==> src/rtl/ram_fifo_ctrl.sv <==
// ram_fifo_ctrl: single-clock FIFO controller that owns an external simple-dual-port
// RAM with a 1-cycle synchronous read. A 2-entry output buffer, with a bypass from the
// RAM read data, hides the read latency and sustains one word per cycle.
// Optional feature: define RAM_FIFO_AFULL_EN to add the registered almost_full output.
module ram_fifo_ctrl #(
    parameter int DATA_WIDTH = 32,
    parameter int ADDR_WIDTH = 5
`ifdef RAM_FIFO_AFULL_EN
    ,
    parameter int AFULL_LEVEL = 28
`endif
) (
    input  logic                  clk,
    input  logic                  rst_n,
    input  logic                  in_valid,
    output logic                  in_ready,
    input  logic [DATA_WIDTH-1:0] in_data,
    output logic                  out_valid,
    input  logic                  out_ready,
    output logic [DATA_WIDTH-1:0] out_data,
    output logic                  ram_wr_en,
    output logic [ADDR_WIDTH-1:0] ram_wr_addr,
    output logic [DATA_WIDTH-1:0] ram_wr_data,
    output logic                  ram_rd_en,
    output logic [ADDR_WIDTH-1:0] ram_rd_addr,
    input  logic [DATA_WIDTH-1:0] ram_rd_data,
    output logic [ADDR_WIDTH+1:0] level,
    output logic                  empty
`ifdef RAM_FIFO_AFULL_EN
    ,
    output logic                  almost_full
`endif
);

    localparam int CW = ADDR_WIDTH + 1;
    localparam int LW = ADDR_WIDTH + 2;
    localparam logic [CW-1:0] DEPTH_C = {1'b1, {ADDR_WIDTH{1'b0}}};

    logic [ADDR_WIDTH-1:0] wr_ptr_q, wr_ptr_d;
    logic [ADDR_WIDTH-1:0] rd_ptr_q, rd_ptr_d;
    logic [CW-1:0]         ram_count_q, ram_count_d;
    logic                  inflight_q, inflight_d;
    logic [DATA_WIDTH-1:0] buf_mem_q [2];
    logic [DATA_WIDTH-1:0] buf_mem_d [2];
    logic                  buf_head_q, buf_head_d;
    logic [1:0]            buf_count_q, buf_count_d;

    logic                  push;
    logic                  pop;
    logic                  issue;
    logic                  capture;
    logic [2:0]            occ_after;

    // Handshakes and the read-issue decision; ram_count only covers words written in
    // earlier cycles, so a read can never hit the address being written this cycle.
    always_comb begin
        in_ready  = rst_n & (ram_count_q != DEPTH_C);
        push      = in_valid & in_ready;
        out_valid = (buf_count_q != 2'd0) | inflight_q;
        pop       = out_valid & out_ready;
        occ_after = 3'(buf_count_q) + 3'(inflight_q) - 3'(pop);
        issue     = rst_n & (ram_count_q != '0) & (occ_after <= 3'd1);
        capture   = inflight_q & ~(pop & (buf_count_q == 2'd0));
    end

    // RAM ports, head word (buffer first, then bypass of the arriving read) and level.
    always_comb begin
        ram_wr_en   = push;
        ram_wr_addr = wr_ptr_q;
        ram_wr_data = in_data;
        ram_rd_en   = issue;
        ram_rd_addr = rd_ptr_q;
        if (buf_count_q != 2'd0) begin
            out_data = buf_mem_q[buf_head_q];
        end else if (inflight_q) begin
            out_data = ram_rd_data;
        end else begin
            out_data = '0;
        end
        level = LW'(ram_count_q) + LW'(inflight_q) + LW'(buf_count_q);
        empty = (level == '0);
    end

    // Next-state for pointers, RAM occupancy, in-flight flag and output buffer.
    always_comb begin
        wr_ptr_d    = wr_ptr_q;
        rd_ptr_d    = rd_ptr_q;
        ram_count_d = ram_count_q + CW'(push) - CW'(issue);
        inflight_d  = issue;
        buf_mem_d   = buf_mem_q;
        buf_head_d  = buf_head_q;
        buf_count_d = occ_after[1:0];
        if (push) begin
            wr_ptr_d = wr_ptr_q + 1'b1;
        end
        if (issue) begin
            rd_ptr_d = rd_ptr_q + 1'b1;
        end
        if (pop && (buf_count_q != 2'd0)) begin
            buf_head_d = ~buf_head_q;
        end
        if (capture) begin
            buf_mem_d[buf_head_q ^ buf_count_q[0]] = ram_rd_data;
        end
    end

`ifdef RAM_FIFO_AFULL_EN
    logic [LW-1:0] level_d;
    logic          almost_full_q, almost_full_d;

    // Look-ahead level so the registered flag lines up with the cycle level changes.
    always_comb begin
        level_d       = LW'(ram_count_d) + LW'(inflight_d) + LW'(buf_count_d);
        almost_full_d = (int'(level_d) >= AFULL_LEVEL);
    end

    // Almost-full register.
    always_ff @(posedge clk) begin
        if (!rst_n) begin
            almost_full_q <= 1'b0;
        end else begin
            almost_full_q <= almost_full_d;
        end
    end

    assign almost_full = almost_full_q;
`endif

    // State registers; reset drops everything including a read still in flight.
    always_ff @(posedge clk) begin
        if (!rst_n) begin
            wr_ptr_q     <= '0;
            rd_ptr_q     <= '0;
            ram_count_q  <= '0;
            inflight_q   <= 1'b0;
            buf_mem_q[0] <= '0;
            buf_mem_q[1] <= '0;
            buf_head_q   <= 1'b0;
            buf_count_q  <= 2'd0;
        end else begin
            wr_ptr_q     <= wr_ptr_d;
            rd_ptr_q     <= rd_ptr_d;
            ram_count_q  <= ram_count_d;
            inflight_q   <= inflight_d;
            buf_mem_q[0] <= buf_mem_d[0];
            buf_mem_q[1] <= buf_mem_d[1];
            buf_head_q   <= buf_head_d;
            buf_count_q  <= buf_count_d;
        end
    end

endmodule

==> config.mk <==
export PLATFORM = sky130hd
export DESIGN_NAME = ram_fifo_ctrl
export DESIGN_NICKNAME = d
export VERILOG_FILES = /design/src/rtl/ram_fifo_ctrl.sv
export SDC_FILE = /design/constraint.sdc
export NUM_CORES = 1
export LEC_CHECK = 0
export BUFFER_PORTS_ARGS = -buffer_cell sky130_fd_sc_hd__buf_4
export CAP_MARGIN = 20
export CELL_PAD_IN_SITES_DETAIL_PLACEMENT = 1
export CELL_PAD_IN_SITES_GLOBAL_PLACEMENT = 1
export CORE_UTILIZATION = 36
export CTS_CLUSTER_SIZE = 25
export DETAILED_ROUTE_END_ITERATION = 7
export PLACE_DENSITY_LB_ADDON = 0.1
export SLEW_MARGIN = 0
export SYNTH_ARGS = -nofsm -noshare
export SYNTH_HDL_FRONTEND = slang
export SYNTH_SLANG_ARGS = --single-unit
==> constraint.sdc <==
create_clock -name clk -period 3.6 [get_ports clk]
set_clock_uncertainty 0.05 [all_clocks]
set_input_delay 0.72 -clock clk [delete_from_list [all_inputs] [get_ports clk]]
set_output_delay 0.72 -clock clk [all_outputs]
set_load 0.1 [all_outputs]
# Yosys cells after proc, flatten, opt, wreduce, memory -nomap -nowiden
# Index checks and enable logic that the tools add are counted.
# W data, S select, Z words.
# totals
ff_bits	84
output_inout_bits	86
wordCells	48
# classes
n_addsub	8
magnitude_cmp	4
n_eq_ne	1
muxes	8
bitwise	13
reduce_logical	6
# ops
operator	count
$mux W32	6
$bwmux W64	1
$demux W32 S1	1
$add A5 B1 Y5 const B	2
$add A6 B1 Y7	1
$add A7 B2 Y7	1
$and A1 B1 Y1	7
$logic_not A7 Y1	1
$add A6 B1 Y6	1
$ne A6 B6 Y1 const B	1
$reduce_bool A6 Y1	1
$sub A6 B1 Y6	1
$ge A2 B2 Y1 const B	2
$not A1 Y2	2
$add A2 B1 Y3	1
$le A3 B1 Y1 const B	1
$sub A3 B1 Y3	1
$logic_and A1 B1 Y1	2
$logic_not A2 Y1	1
$lt A2 B1 Y1 const B	1
$not A1 Y1	2
$reduce_bool A2 Y1	1
$or A1 B1 Y1	1
$xor A1 B1 Y1	1

# Longest topological paths before layout
# Gate-level depths: netlist of the first run.
# logic_depth
ltp_word	7
depth_mapped	20

# Worst setup path before layout of the first run
# OpenSTA, ideal clock, no wires.
# synth_timing
path_kind	reg-to-reg
from	reg buf_count_q[0]
to	reg ram_count_q[4]
setup_time_ns	0.120
arrival_ns	7.376
t_required_ns	3.430
slack_ns	-3.946
path_stages_with_launch	19
path_cell_list	dfxtp_1 > nor2_1 > buf_2 > nand2_1 > and2_1 > ha_1 > inv_1 > ha_1 > fa_1 > nor4_1 > ha_1 > inv_1 > ha_1 > inv_1 > fa_1 > nand2b_1 > a21oi_1 > o21a_1 > nor3_1
# synth_between
elab_chain_len	7
elab_cells_between_ends	8
# synth_lines
item	line_no	rtl
from (decl)	46	logic [1:0] buf_count_q, buf_count_d;
from (signal assigned)	148	buf_count_q <= buf_count_d;
$reduce_bool A2 Y1	59	out_valid = (buf_count_q != 2'd0) | inflight_q;
$or A1 B1 Y1	59	
named net out_valid	18	output logic out_valid,
$and A1 B1 Y1	60	pop = out_valid & out_ready;
$sub A3 B1 Y3	61	occ_after = 3'(buf_count_q) + 3'(inflight_q) - 3'(pop);
named net occ_after[1]	52	logic [2:0] occ_after;
$le A3 B1 Y1	62	issue = rst_n & (ram_count_q != '0) & (occ_after <= 3'd1);
$and A1 B1 Y1	62	
named net ram_rd_en	24	output logic ram_rd_en,
$sub A6 B1 Y6	88	ram_count_d = ram_count_q + CW'(push) - CW'(issue);
to (signal assigned)	143	ram_count_q <= ram_count_d;
to (decl)	41	logic [CW-1:0] ram_count_q, ram_count_d;
# The timed path passes the listed nets, and every way through them passes these cells.
# A chain may end at the register's enable or synchronous reset.

# Final worst setup path of the first run
# layout_timing
from	reg buf_count_q[0]
to	reg ram_count_q[4]
# layout_between
elab_chain_len	7
elab_cells_between_ends	8
# layout_lines
item	line_no
$reduce_bool A2 Y1	59
$or A1 B1 Y1	59
$and A1 B1 Y1	60
$sub A3 B1 Y3 (*)	61
named net occ_after[1]	52
$le A3 B1 Y1 (*)	62
$and A1 B1 Y1 (*)	62
$sub A6 B1 Y6 (*)	88
# The timed path passes the listed nets; every way through them passes the cells marked *.

==> summary by stage, run 1 <==
Layout
The final design utilization is ~44%. The post-layout net count is 838. The area growth from synthesis to layout is 17.7%. The number of antenna diodes in the final layout is 0. The share of final-layout standard cells stronger than drive strength 1 is about a fifth. The total non-filler cell area in the finished layout is 7030 sq um.

The final non-filler cell total is 970. The number of filler cells placed in the layout is 1897.

Pwr
The power per cell area is between 1000 and 1500 nW/um^2. The maximum ir drop on the vdd rail is roughly 0.0013 V. Of the total power, the clock network draws ~14%. Sequential cells account for 19.6% of the total power. For this design the static power due to leakage is between 0.002 and 0.003 uW.

The total internal power is between 3000 and 4000 uW. Of the total power, the share spent switching nets is 57.7%. The logic gate share of total power is 66.8%. For this design the total switching power over the nets is approximately 4400 uW.

Worst setup path
The critical path starts at buf_count_q[0]$_SDFF_PN0_. The register-to-register setup slack is 90 ps. Counting buffers and inverters, the worst setup path is 17 cells deep. The worst setup path is captured at a flip-flop. Traced cell by cell, the critical path runs through nor2_4 > nand2_8 > and2_4 > ha_4 > inv_2 > ha_2 > fa_2 > nor4_4 > ha_1 > inv_1 > ha_2 > inv_1 > fa_2 > nand2b_4 > a21oi_4 > o21a_1 > nor3_1. The required time at the worst-slack endpoint is between 3000 and 4000 ps.

In this run the critical register-to-register path is launched from buf_count_q[0]$_SDFF_PN0_. The maximum fanout along the worst path is 5. For this run, the slowest stage of the critical path takes between 400 and 500 ps. STA puts the critical path data arrival time at 3670 ps.

The path depth of the worst reg2reg path is 17. The critical path contains buffers and inverters numbering 3 combined. The end of the worst register-to-register path is ram_count_q[4]$_SDFF_PN0_. The cell with the largest stage delay on the worst path is fa_2.

The kind of cell adding the most delay to the critical path is adder cells. The critical path is of the reg2reg type. The startpoint type of the worst setup path is a flip-flop.

Hold path
The worst hold path terminates at ram_wr_addr[4]$_SDFFE_PN0P_. The startpoint of the tightest hold check path is ram_wr_addr[4]$_SDFFE_PN0P_. The hold path depth is 1. The tightest min-delay check is of the reg2reg type.

Route
After detailed routing, the average wire length per cell comes to 18.9 um. The first-pass detailed-route iteration total is 4. Detailed routing placed a total of 670 um of wire on met3. After detailed routing, the met2 layer carries roughly 8800 um of wire. After detailed routing, the wire length on met1 is 8520 um. The vias per cell is 5.81.

The number of remaining DRC errors is 0. The top routing layer in use is met4. The routed wire length is 18300 um.

Across all layers, the routed design uses about 5600 vias. The number of nets still failing antenna checks after routing is 0. After the first detailed-routing iteration, the DRC count stood at 355.

Logic synthesis
After synthesis, the mean cell area works out to 8.14 sq um. Counting instances in the post-synthesis netlist gives the leading cell types as 84 x dfxtp_1, 68 x mux2i_1, 67 x nand3_1. The most instantiated library cell after synthesis is dfxtp_1.

For this run, the leading register cell type out of synthesis is dfxtp_1. The part of the Yosys area used for sequential elements is 28.2%. The number of distinct library cell variants in the gate-level netlist after synthesis is 43.

The proportion of synthesized flip-flops having asynchronous set or reset is 0%. The post-synthesis instance total is 734. The number of synthesized register bits is 84. By area the synthesized netlist is led by dfxtp_1 28%, mux2i_1 11%, o311ai_1 8.5%. The top cell type by total area after synthesis is dfxtp_1. The fraction of post-synthesis cell area in the top cell type by area is between 20 and 30%. The number of synthesis warnings is 0.

Summing every instance area after synthesis gives 5970 sq um. The net count after synthesis is 823. The number of synthesized flops with an enable pin is 0.

Global routing
Entering global routing, the biggest net connects 90 pins. The number of antenna violations at the first check in global routing came to 0. The global-route congestion overflow total is 0. In the global route stage, overall resource usage came out at 22.1%. The via count of the first global-routing pass is approximately 6000. The global-route wire length before repair is between 20000 and 30000 um.

Floorplanning
The x dimension of the die is 131 um. The initial core utilization is 37.2%. The floorplan die height is 131 um. The total area inside the core boundary comes to ~16000 sq um. The number of top-level design ports is between 150 and 200.

The floorplan has between 40 and 50 rows. The total die area is 17100 sq um.

STA
The fmax is ~280 MHz. The final count of pins violating max slew was 0. The final number of hold-violating endpoints came to 0. The final-report setup violation count is 0. Dividing the final minimum period by the clock period gives 97.6%. In this run the tightest slew margin relative to its limit is 44.3%. The clock period minus worst slack is 3510 ps. Across all hold checks on the routed design, the worst slack comes to 428 ps. Setup repair after global routing could not meet its margin everywhere.

At the pin with the least slew margin, the transition time is 835 ps.

Run status
The run finished with clean final reports.

Placed design
The instance count after placement with tap cells included is 950. At the end of routability-driven placement, the weighted congestion stood at 0.764. The cell area after placement is 6650 sq um.

Summed over all nets, the half-perimeter wirelength after detailed placement is 11300 um. In this run the tool buffered the top-level ports with 89 buffer cells.

CTS
The clock latency at the later pin of the worst-skew pair is 350 ps. Clock tree synthesis found a total of 84 sinks. The H-tree was split into 3 levels.

TritonCTS built the clock tree. The root buffer cell is clkbuf_16. Counting the buffers created by CTS gives 9. In this run the deepest clock path goes through 2 buffers. The clock transition at the registers of the reported paths is 70 ps. The cts-stage hold buffer count is 0.

Job
Across the run, the number of max-cap violations was 0.
## per-layer routing
metal	global-route usage, %	vias to the layer above
met5	0	-
met4	7.17	0
met1	27.7	2791
met2	38.2	111
met3	3.95	31
li1	-	2705
## power by group through the flow
stage                     combinational (uW)  clock (uW)  sequential [uW]
after floorplan                         4160           0             1510
after global placement                  4990           0             1500
after detailed placement                5090           0             1520
after CTS                               5100        1070             1510
after global routing                    5410        1110             1550
final                                   5120        1040             1500
## logic make-up after synthesis
group                      count (synthesis)  share of synthesized area [%]
and+or+nand+nor                          279                           24.7
AOI/OAI and AO/OA                        144                           17.9
buffers and inverters                    125                           11.0
DFF                                       84                           28.2
muxes                                     68                           11.4
adders and majority gates                 21                           4.90
xor gates and xnor gates                  13                           1.91
## final cells by class
type | instances | area (sq um) | area share, %
multi-input combinational | 525 | 3790 | 53.9
clock inverter | 6 | 86.3 | 1.23
clock buffer | 10 | 239 | 3.40
sequential | 84 | 1690 | 24.1
tap | 216 | 270 | 3.85
inverter | 20 | 78.8 | 1.12
timing repair buffer | 109 | 872 | 12.4
## worst reg2reg max path, stage by stage (launching register included)
cell and delay [ps]:
dfxtp_4 370, nor2_4 170, nand2_8 60, and2_4 140
ha_4 230, inv_2 40, ha_2 160, fa_2 470
nor4_4 320, ha_1 270, inv_1 70, ha_2 180
inv_1 60, fa_2 340, nand2b_4 150, a21oi_4 120
o21a_1 120, nor3_1 40
## what timing repair did
item                       in CTS  in global routing
gates resized for setup         0                  5
buffers inserted                0                  4
setup endpoints to repair       0                  1
## worst max-delay path by stage
| stage | end |
|---|---|
| 2_1_floorplan | ram_count_q[4]$_SDFF_PN0_ |
| 3_3_place_gp | ram_count_q[4]$_SDFF_PN0_ |
| 3_5_place_dp | ram_count_q[4]$_SDFF_PN0_ |
| 4_1_cts | ram_count_q[4]$_SDFF_PN0_ |
| 5_1_grt | ram_count_q[4]$_SDFF_PN0_ |
| 6_report | ram_count_q[4]$_SDFF_PN0_ |
## cells in the final DEF, fill, tap and decap left out, drive strengths merged, types with 5 or more instances in the layout
cell / synthesis / final
inv: 20 / 20
nand2: 44 / 44
clkbuf: 43 / 10
o21ai: 5 / 5
mux2i: 68 / 68
dfxtp: 84 / 84
nor3: 5 / 5
and3: 64 / 64
ha: 17 / 17
xnor2: 10 / 10
nand3: 67 / 67
a21oi: 35 / 35
nor2b: 34 / 34
buf: 62 / 109
o311ai: 65 / 65
nor2: 44 / 44
a211oi: 33 / 33
## flip-flops by register name, summed over array words and instances, names as in the netlist
name and count:
buf_head_q 1, ram_wr_addr 5, buf_mem_q 64, ram_count_q 6
ram_rd_addr 5, inflight_q 1, buf_count_q 2
## stage by stage
step | power (uW) | worst slack, ps | TNS (ps)
after floorplan | 5670 | -980 | -4660
after global placement | 6480 | -95.0 | -95.0
after detailed placement | 6610 | -208 | -281
after CTS | 7670 | 43.5 | 0
after global routing | 8070 | -55.6 | -55.6
final | 7660 | 85.3 | 0
Note: power is estimated with default switching activity, not from simulation.
==> inputs of run 2 (changes only) <==
--- a/config.mk
+++ b/config.mk
@@ -12,7 +12,7 @@
 export CORE_UTILIZATION = 36
 export CTS_CLUSTER_SIZE = 25
 export DETAILED_ROUTE_END_ITERATION = 7
-export PLACE_DENSITY_LB_ADDON = 0.1
+export PLACE_DENSITY_LB_ADDON = 0.08
 export SLEW_MARGIN = 0
 export SYNTH_ARGS = -nofsm -noshare
 export SYNTH_HDL_FRONTEND = slang
==> run 2 against run 1 <==
Compared with the run above:
- global-route usage fell by 0.32 points
- wire length rose by 0.22%
- sequential cell count did not move
- sequential power barely moved
- critical endpoint is now ram_rd_en
- highest routed layer unchanged
==> summary by stage, run 2 (synthesis results as in run 1) <==
STA
The slew at the pin closest to its max-slew limit is 803 ps (was 835 ps). The final count of pins violating max slew came to 0 (unchanged). The final number of hold-violating endpoints is 0 (unchanged). The fmax came to 285 MHz (about the same). The remaining max-slew budget at the tightest pin is 46.5% (was 44.3%).

The final-report setup violation count was 0 (unchanged). The final clock period utilization by the worst path was 97.5% (was 97.6%). The clock period minus worst slack is 3510 ps (about the same). RSZ-0062 raised after global routing: true (unchanged).

Placed design
The total half-perimeter wirelength after legalization and detailed placement is 10900 um (was 11300 um). The instance count after placement with tap cells included was 951 (was 950). The port buffer count is 89 (unchanged). The cell area after placement is 6640 sq um (was 6650 sq um). The last weighted congestion value of the routability-driven placer is 0.790 (was 0.764).

Floorplanning
The x dimension of the die came to 131 um (unchanged). The number of top-level design ports is 154 (unchanged). The count of standard-cell rows is 46 (unchanged). The core footprint is 16100 sq um (unchanged). The total die area was 17100 sq um (unchanged). The floorplan die height is 131 um (unchanged). The initial core utilization is 37.2% (unchanged).

Worst setup path
Cell chain of the critical path: nor2_4 > nand2_8 > and2_4 > ha_4 > inv_2 > ha_4 > fa_2 > xnor2_4 > nor4_4 > buf_4 > buf_6 > buf_12 (was nor2_4 > nand2_8 > and2_4 > ha_4 > inv_2 > ha_2 > fa_2 > nor4_4 > ha_1 > inv_1 > ha_2 > inv_1 > fa_2 > nand2b_4 > a21oi_4 > o21a_1 > nor3_1). The register-to-register setup slack is 120 ps (was 90 ps). The critical register-to-register path startpoint is buf_count_q[0]$_SDFF_PN0_ (unchanged). The startpoint type of the worst setup path was a flip-flop (unchanged). The path depth of the worst reg2reg path is 18 (was 17). The worst path arrival time is 2740 ps (was 3670 ps). The type of the worst setup path was reg2out (was reg2reg). The cell with the largest stage delay on the worst path was fa_2 (unchanged).

The required time at the worst-slack endpoint was 2830 ps (was 3760 ps). The stage delay of the slowest cell on the critical path is 380 ps (was 460 ps). The critical path endpoint category is an output pin (was flip-flop). In this design, the critical path's most frequently occurring cell is ha_4. The maximum fanout along the worst path is 4 (was 5). The end of the worst register-to-register path is ram_count_q[4]$_SDFF_PN0_ (unchanged).

Route
The routed wire length came to 18300 um (about the same). The vias per cell was 5.77 (was 5.81). The number of remaining DRC errors is 0 (unchanged). The starting DRC count in detailed routing is 300 (was 355). The per-cell routed wire length is 18.9 um (about the same). The total number of vias was 5612 (was 5638).

The number of nets still failing antenna checks after routing is 0 (unchanged). The first-pass detailed-route iteration total is 4 (unchanged).

CTS
The clock latency at the later pin of the worst-skew pair came to 340 ps (was 350 ps). The number of sinks handled by clock tree synthesis is 84 (unchanged). The number of H-tree branching levels was 3 (unchanged). The clock transition at the registers of the reported paths was 60 ps (was 70 ps). The number of buffers created by CTS is 9 (unchanged). The root buffer cell is clkbuf_16 (unchanged). The maximum root-to-sink buffer count is 2 (unchanged). The TritonCTS clock tree is yes (unchanged).

Pwr
The maximum ir drop on the vdd rail is 0.000973 V (was 0.00126 V). The leakage power figure is 0.00288 uW (was 0.00289 uW). The total power is 7540 uW (was 7660 uW).

The power per cell area was 1080 nW/um^2 (was 1090 nW/um^2).

Layout
The flip-flop count of the largest register after layout is 64 (unchanged). The area taken by flip-flops and latches is 1690 sq um (unchanged). The largest register by flop count is buf_mem_q (unchanged). Largest registers: buf_mem_q x64, ram_count_q x6 (unchanged). The number of filler cells placed in the layout is 1871 (was 1897). The final non-filler cell total is 972 (was 970). Most frequent cells in the layout: 107 x buf_4, 80 x dfxtp_1, 68 x mux2i_1, 67 x nand3_1, 64 x and3_1 (was 104 x buf_4, 80 x dfxtp_1, 68 x mux2i_1, 67 x nand3_1, 64 x and3_1).

The most common library cell in the layout ignoring fill and taps is buf_4 (unchanged). The post-layout net count is 841 (was 838). The total non-filler cell area in the finished layout was 7010 sq um (was 7030 sq um). The area of combinational cells with multiple inputs came to 3810 sq um (was 3790 sq um). The growth of design area from synthesis to finish is 17.3% (was 17.7%). The final design utilization is 43.6% (was 43.8%).

The count of inserted antenna diode cells is 0 (unchanged). The share of final-layout standard cells stronger than drive strength 1 was 20.9% (was 21.1%).

Hold path
The endpoint of the worst hold path is ram_wr_addr[4]$_SDFFE_PN0P_ (unchanged). The hold path depth is 1 (unchanged). The startpoint of the tightest hold check path is ram_wr_addr[4]$_SDFFE_PN0P_ (unchanged).

The worst min-delay path category is reg2reg (unchanged).

Global routing
The number of antenna violations at the first check in global routing was 0 (unchanged). The global-route wire length before repair is 29400 um (was 29900 um). The global-route congestion overflow total is 0 (unchanged).

The global-route total usage across every layer was 21.8% (was 22.1%). The via count of the first global-routing pass was 5707 (was 5925). The largest net degree at the start of global routing is 110 (was 90).

Run status
Run status: complete, no violations (unchanged).

Job
The max capacitance violation total is 0 (unchanged).
run 2: routing by layer:
layer / track usage [%] / wire length (um) / vias to the layer above / share of wire (%)
met5: 0 / 0 / - / 0
met4: 5.61 / 218 / 0 / 1.2
met3: 4.07 / 619 / 26 / 3.4
met2: 37.7 / 8930 / 92 / 49
met1: 27.7 / 8560 / 2798 / 47
li1: - / - / 2696 / -
run 2: repair_timing:
| action | in CTS | in global routing |
|---|---|---|
| hold endpoints to repair | 0 | 0 |
| resized for setup | 0 | 11 |
| hold buffers | 0 | 0 |
| endpoints found under the setup margin | 0 | 2 |
| buffers inserted | 0 | 6 |
run 2: how the worst max path moves through the flow:
stage                               from                         to  cells past startpoint
3_3_place_gp                   out_ready  ram_count_q[4]$_SDFF_PN0_                     16
2_1_floorplan  buf_count_q[1]$_SDFF_PN0_  ram_count_q[4]$_SDFF_PN0_                     18
5_1_grt        buf_count_q[0]$_SDFF_PN0_  ram_count_q[4]$_SDFF_PN0_                     18
4_1_cts        buf_count_q[1]$_SDFF_PN0_  ram_count_q[4]$_SDFF_PN0_                     18
6_report       buf_count_q[0]$_SDFF_PN0_                  ram_rd_en                     12
3_5_place_dp                   out_ready  ram_count_q[4]$_SDFF_PN0_                     17
run 2: metrics by stage:
step           setup TNS, ps  hold slack, ps  worst slack, ps
3_3_place_gp           -93.1             405            -93.1
5_1_grt                -67.0             445            -51.0
3_5_place_dp            -194             410             -180
6_report                   0             428             88.8
4_1_cts                    0             427             54.4
2_1_floorplan          -4660             410             -980
run 2: final cells by class:
class,count,area share (%)
Timing Repair Buffer,112,12.6
Multi-Input combinational cell,525,54.3
Clock buffer,14,3.77
Sequential cell,84,24.1
Tap cell,216,3.86
Clock inverter,1,0.107
Inverter,20,1.13
run 2: where the power goes:
| group | leakage (uW) | switching [uW] | internal [uW] |
|---|---|---|---|
| sequential | 0.000686 | 252 | 1220 |
| clock | 0.000129 | 392 | 504 |
| combinational | 0.00206 | 3760 | 1410 |
| total | 0.00288 | 4410 | 3140 |
run 2: critical path, delay by kind of cell, from the launching register on:
family	cells	cell delay (ps)
adder cells (fa/ha/maj)	3	770
XOR/XNOR	1	160
flip-flops	1	360
buffers and inverters	4	440
AND/OR/NAND/NOR	4	660
==> inputs of run 3 (changes only) <==
--- a/config.mk
+++ b/config.mk
@@ -12,6 +12,8 @@
 export CORE_UTILIZATION = 36
 export CTS_CLUSTER_SIZE = 25
 export DETAILED_ROUTE_END_ITERATION = 7
+export HOLD_SLACK_MARGIN = 0.15
+export MAX_ROUTING_LAYER = met4
 export PLACE_DENSITY_LB_ADDON = 0.08
 export SLEW_MARGIN = 0
 export SYNTH_ARGS = -nofsm -noshare
==> run 3 against run 2 <==
Compared with the run above:
- setup slack hardly changed
- clock power is essentially flat
- sequential cell count did not move
- critical path depth is the same
- utilization unchanged
- highest routed layer unchanged
==> summary by stage, run 3 (synthesis results as in run 1) <==
Run status
Run status: complete, no violations (unchanged).

Floorplanning
The initial core utilization came to 37.2% (unchanged). The core footprint is 16100 sq um (unchanged). The number of top-level design ports is 154 (unchanged). The x dimension of the die is 131 um (unchanged). The total die area was 17100 sq um (unchanged). The floorplan die height is 131 um (unchanged). The count of standard-cell rows is 46 (unchanged).

STA
RSZ-0062 raised after global routing: true (unchanged). The remaining max-slew budget at the tightest pin came to 47.2% (was 46.5%). The final-report setup violation count is 0 (unchanged). The hold slack is 428 ps (about the same).

The slew at the pin closest to its max-slew limit is 793 ps (was 803 ps). The final number of hold-violating endpoints was 0 (unchanged). The final clock period utilization by the worst path is 97.5% (about the same). The clock period minus worst slack is 3510 ps (about the same). The fmax is 285 MHz (about the same).

The final count of pins violating max slew was 0 (unchanged).

Placed design
The port buffer count is 89 (unchanged). The last weighted congestion value of the routability-driven placer was 0.801 (was 0.790). The total half-perimeter wirelength after legalization and detailed placement was 10900 um (unchanged).

CTS
The root buffer cell is clkbuf_16 (unchanged). The TritonCTS clock tree is yes (unchanged). The number of sinks handled by clock tree synthesis came to 84 (unchanged).

The clock transition at the registers of the reported paths was 60 ps (about the same). The maximum root-to-sink buffer count is 2 (unchanged). The number of H-tree branching levels is 3 (unchanged). The clock latency at the later pin of the worst-skew pair is 340 ps (about the same). The number of buffers created by CTS is 9 (unchanged).

Pwr
The switching component of the power is 4400 uW (was 4410 uW). The switching share of total power is 58.4% (about the same). The logic gate share of total power is 68.6% (about the same). The total power was 7540 uW (about the same). The leakage power figure is 0.00288 uW (unchanged). The power per cell area is 1080 nW/um^2 (about the same). The maximum ir drop on the vdd rail is 0.000975 V (was 0.000973 V).

The total internal power is 3140 uW (about the same). The clock group share of total power is 11.9% (about the same). The portion of total power attributed to sequential cells was 19.6% (was 19.5%).

Worst setup path
The required time at the worst-slack endpoint is 2830 ps (about the same). The type of the worst setup path is reg2out (unchanged). The stage delay of the slowest cell on the critical path is 380 ps (about the same).

The cell with the largest stage delay on the worst path is fa_2 (unchanged). The critical path endpoint category is an output pin (unchanged). Cell chain of the critical path: nor2_4 > nand2_8 > and2_4 > ha_4 > inv_2 > ha_4 > fa_2 > xnor2_4 > nor4_4 > buf_4 > buf_6 > buf_12 (unchanged). The worst path arrival time came to 2740 ps (about the same). The cell repeated most along the worst path was ha_4 (unchanged). The maximum fanout along the worst path is 4 (unchanged). The startpoint type of the worst setup path was a flip-flop (unchanged).

Global routing
The global-route total usage across every layer was 22.4% (was 21.8%). The largest net degree at the start of global routing is 110 (unchanged). The via count of the first global-routing pass is 5723 (was 5707). The number of antenna violations at the first check in global routing was 0 (unchanged).

The global-route congestion overflow total came to 0 (unchanged). The global-route wire length before repair is 29400 um (about the same).

Layout
The largest register by flop count is buf_mem_q (unchanged). Most frequent cells in the layout: 107 x buf_4, 80 x dfxtp_1, 68 x mux2i_1, 67 x nand3_1, 64 x and3_1 (unchanged). The share of final-layout standard cells stronger than drive strength 1 was 20.9% (unchanged). The number of filler cells placed in the layout is 1871 (unchanged).

The post-layout net count came to 841 (unchanged). The growth of design area from synthesis to finish is 17.3% (unchanged). Largest registers: buf_mem_q x64, ram_count_q x6 (unchanged). The count of inserted antenna diode cells is 0 (unchanged). The most common library cell in the layout ignoring fill and taps is buf_4 (unchanged). The flip-flop count of the largest register after layout came to 64 (unchanged).

Route
The starting DRC count in detailed routing came to 316 (was 300). The total number of vias is 5623 (was 5612). The vias per cell is 5.78 (was 5.77). The routed wire length is 18300 um (about the same). The number of remaining DRC errors was 0 (unchanged).

The number of nets still failing antenna checks after routing is 0 (unchanged). The first-pass detailed-route iteration total is 4 (unchanged). The per-cell routed wire length is 18.9 um (about the same).

Hold path
The worst min-delay path category is reg2reg (unchanged).

Job
The max capacitance violation total is 0 (unchanged).
-- run 3: cell counts in the layout (fill, tap and decap cells not counted) --
Identical to the previous run, type by type.
-- run 3: cell type report --
class | instances | area (sq um) | share of cell area (%)
multi-input cells | 525 | 3810 | 54.3
flip-flops and latches | 84 | 1690 | 24.1
repair buffers | 112 | 886 | 12.6
well taps | 216 | 270 | 3.86
clock buffers | 14 | 264 | 3.77
inverters | 20 | 78.8 | 1.13
clock inverters | 1 | 7.51 | 0.107
-- run 3: metal layers --
| layer | vias to the layer above | part of all wire, % | global-route usage, % |
|---|---|---|---|
| met5 | - | 0 | - |
| met4 | 0 | 1.2 | 5.61 |
| met3 | 27 | 3.3 | 3.75 |
| met2 | 101 | 49 | 37.7 |
| met1 | 2796 | 47 | 27.9 |
| li1 | 2699 | - | - |
-- run 3: path summary, 6_finish.rpt --
check	slack, ps	start	depth (start not counted)	endpoint
worst max register to register	120	buf_count_q[0]$_SDFF_PN0_	18	ram_count_q[4]$_SDFF_PN0_
worst min register to register	430	ram_wr_addr[4]$_SDFFE_PN0P_	1	ram_wr_addr[4]$_SDFFE_PN0P_
worst min-delay path	430	ram_wr_addr[4]$_SDFFE_PN0P_	1	ram_wr_addr[4]$_SDFFE_PN0P_
worst max-delay path	90	buf_count_q[0]$_SDFF_PN0_	12	ram_rd_en
-- run 3: repair_timing --
| action | in CTS | in global routing |
|---|---|---|
| hold buffers | 0 | 0 |
| setup buffers | 0 | 6 |
| endpoints found under the setup margin | 0 | 2 |
| gates resized for setup | 0 | 11 |
-- run 3: power by group through the flow --
stage	Sequential [uW]	Combinational [uW]	Clock [uW]
floorplan	1510	4160	0
global placement	1470	4990	0
detailed placement	1500	5080	0
CTS	1480	5090	923
global route	1520	5460	962
finish	1470	5170	894
-- run 3: critical path: cells and delay by family, from the launching register on --
family | cells | cell delay, ps
fa+ha+maj | 3 | 770
simple gates | 4 | 660
buf+inv | 4 | 440
flops | 1 | 360
xor+xnor | 1 | 160
-- run 3: stage by stage --
stage,area [sq um],TNS (ps),setup slack (ps),util (%),cells
floorplan,6140,-4660,-980,-,734
global placement,6640,-93.1,-93.1,41.3,951
detailed placement,6640,-194,-180,41.3,951
CTS,6910,0,54.4,43.0,966
global route,7010,-67.0,-51.0,43.6,972
finish,7010,0,88.4,43.6,972
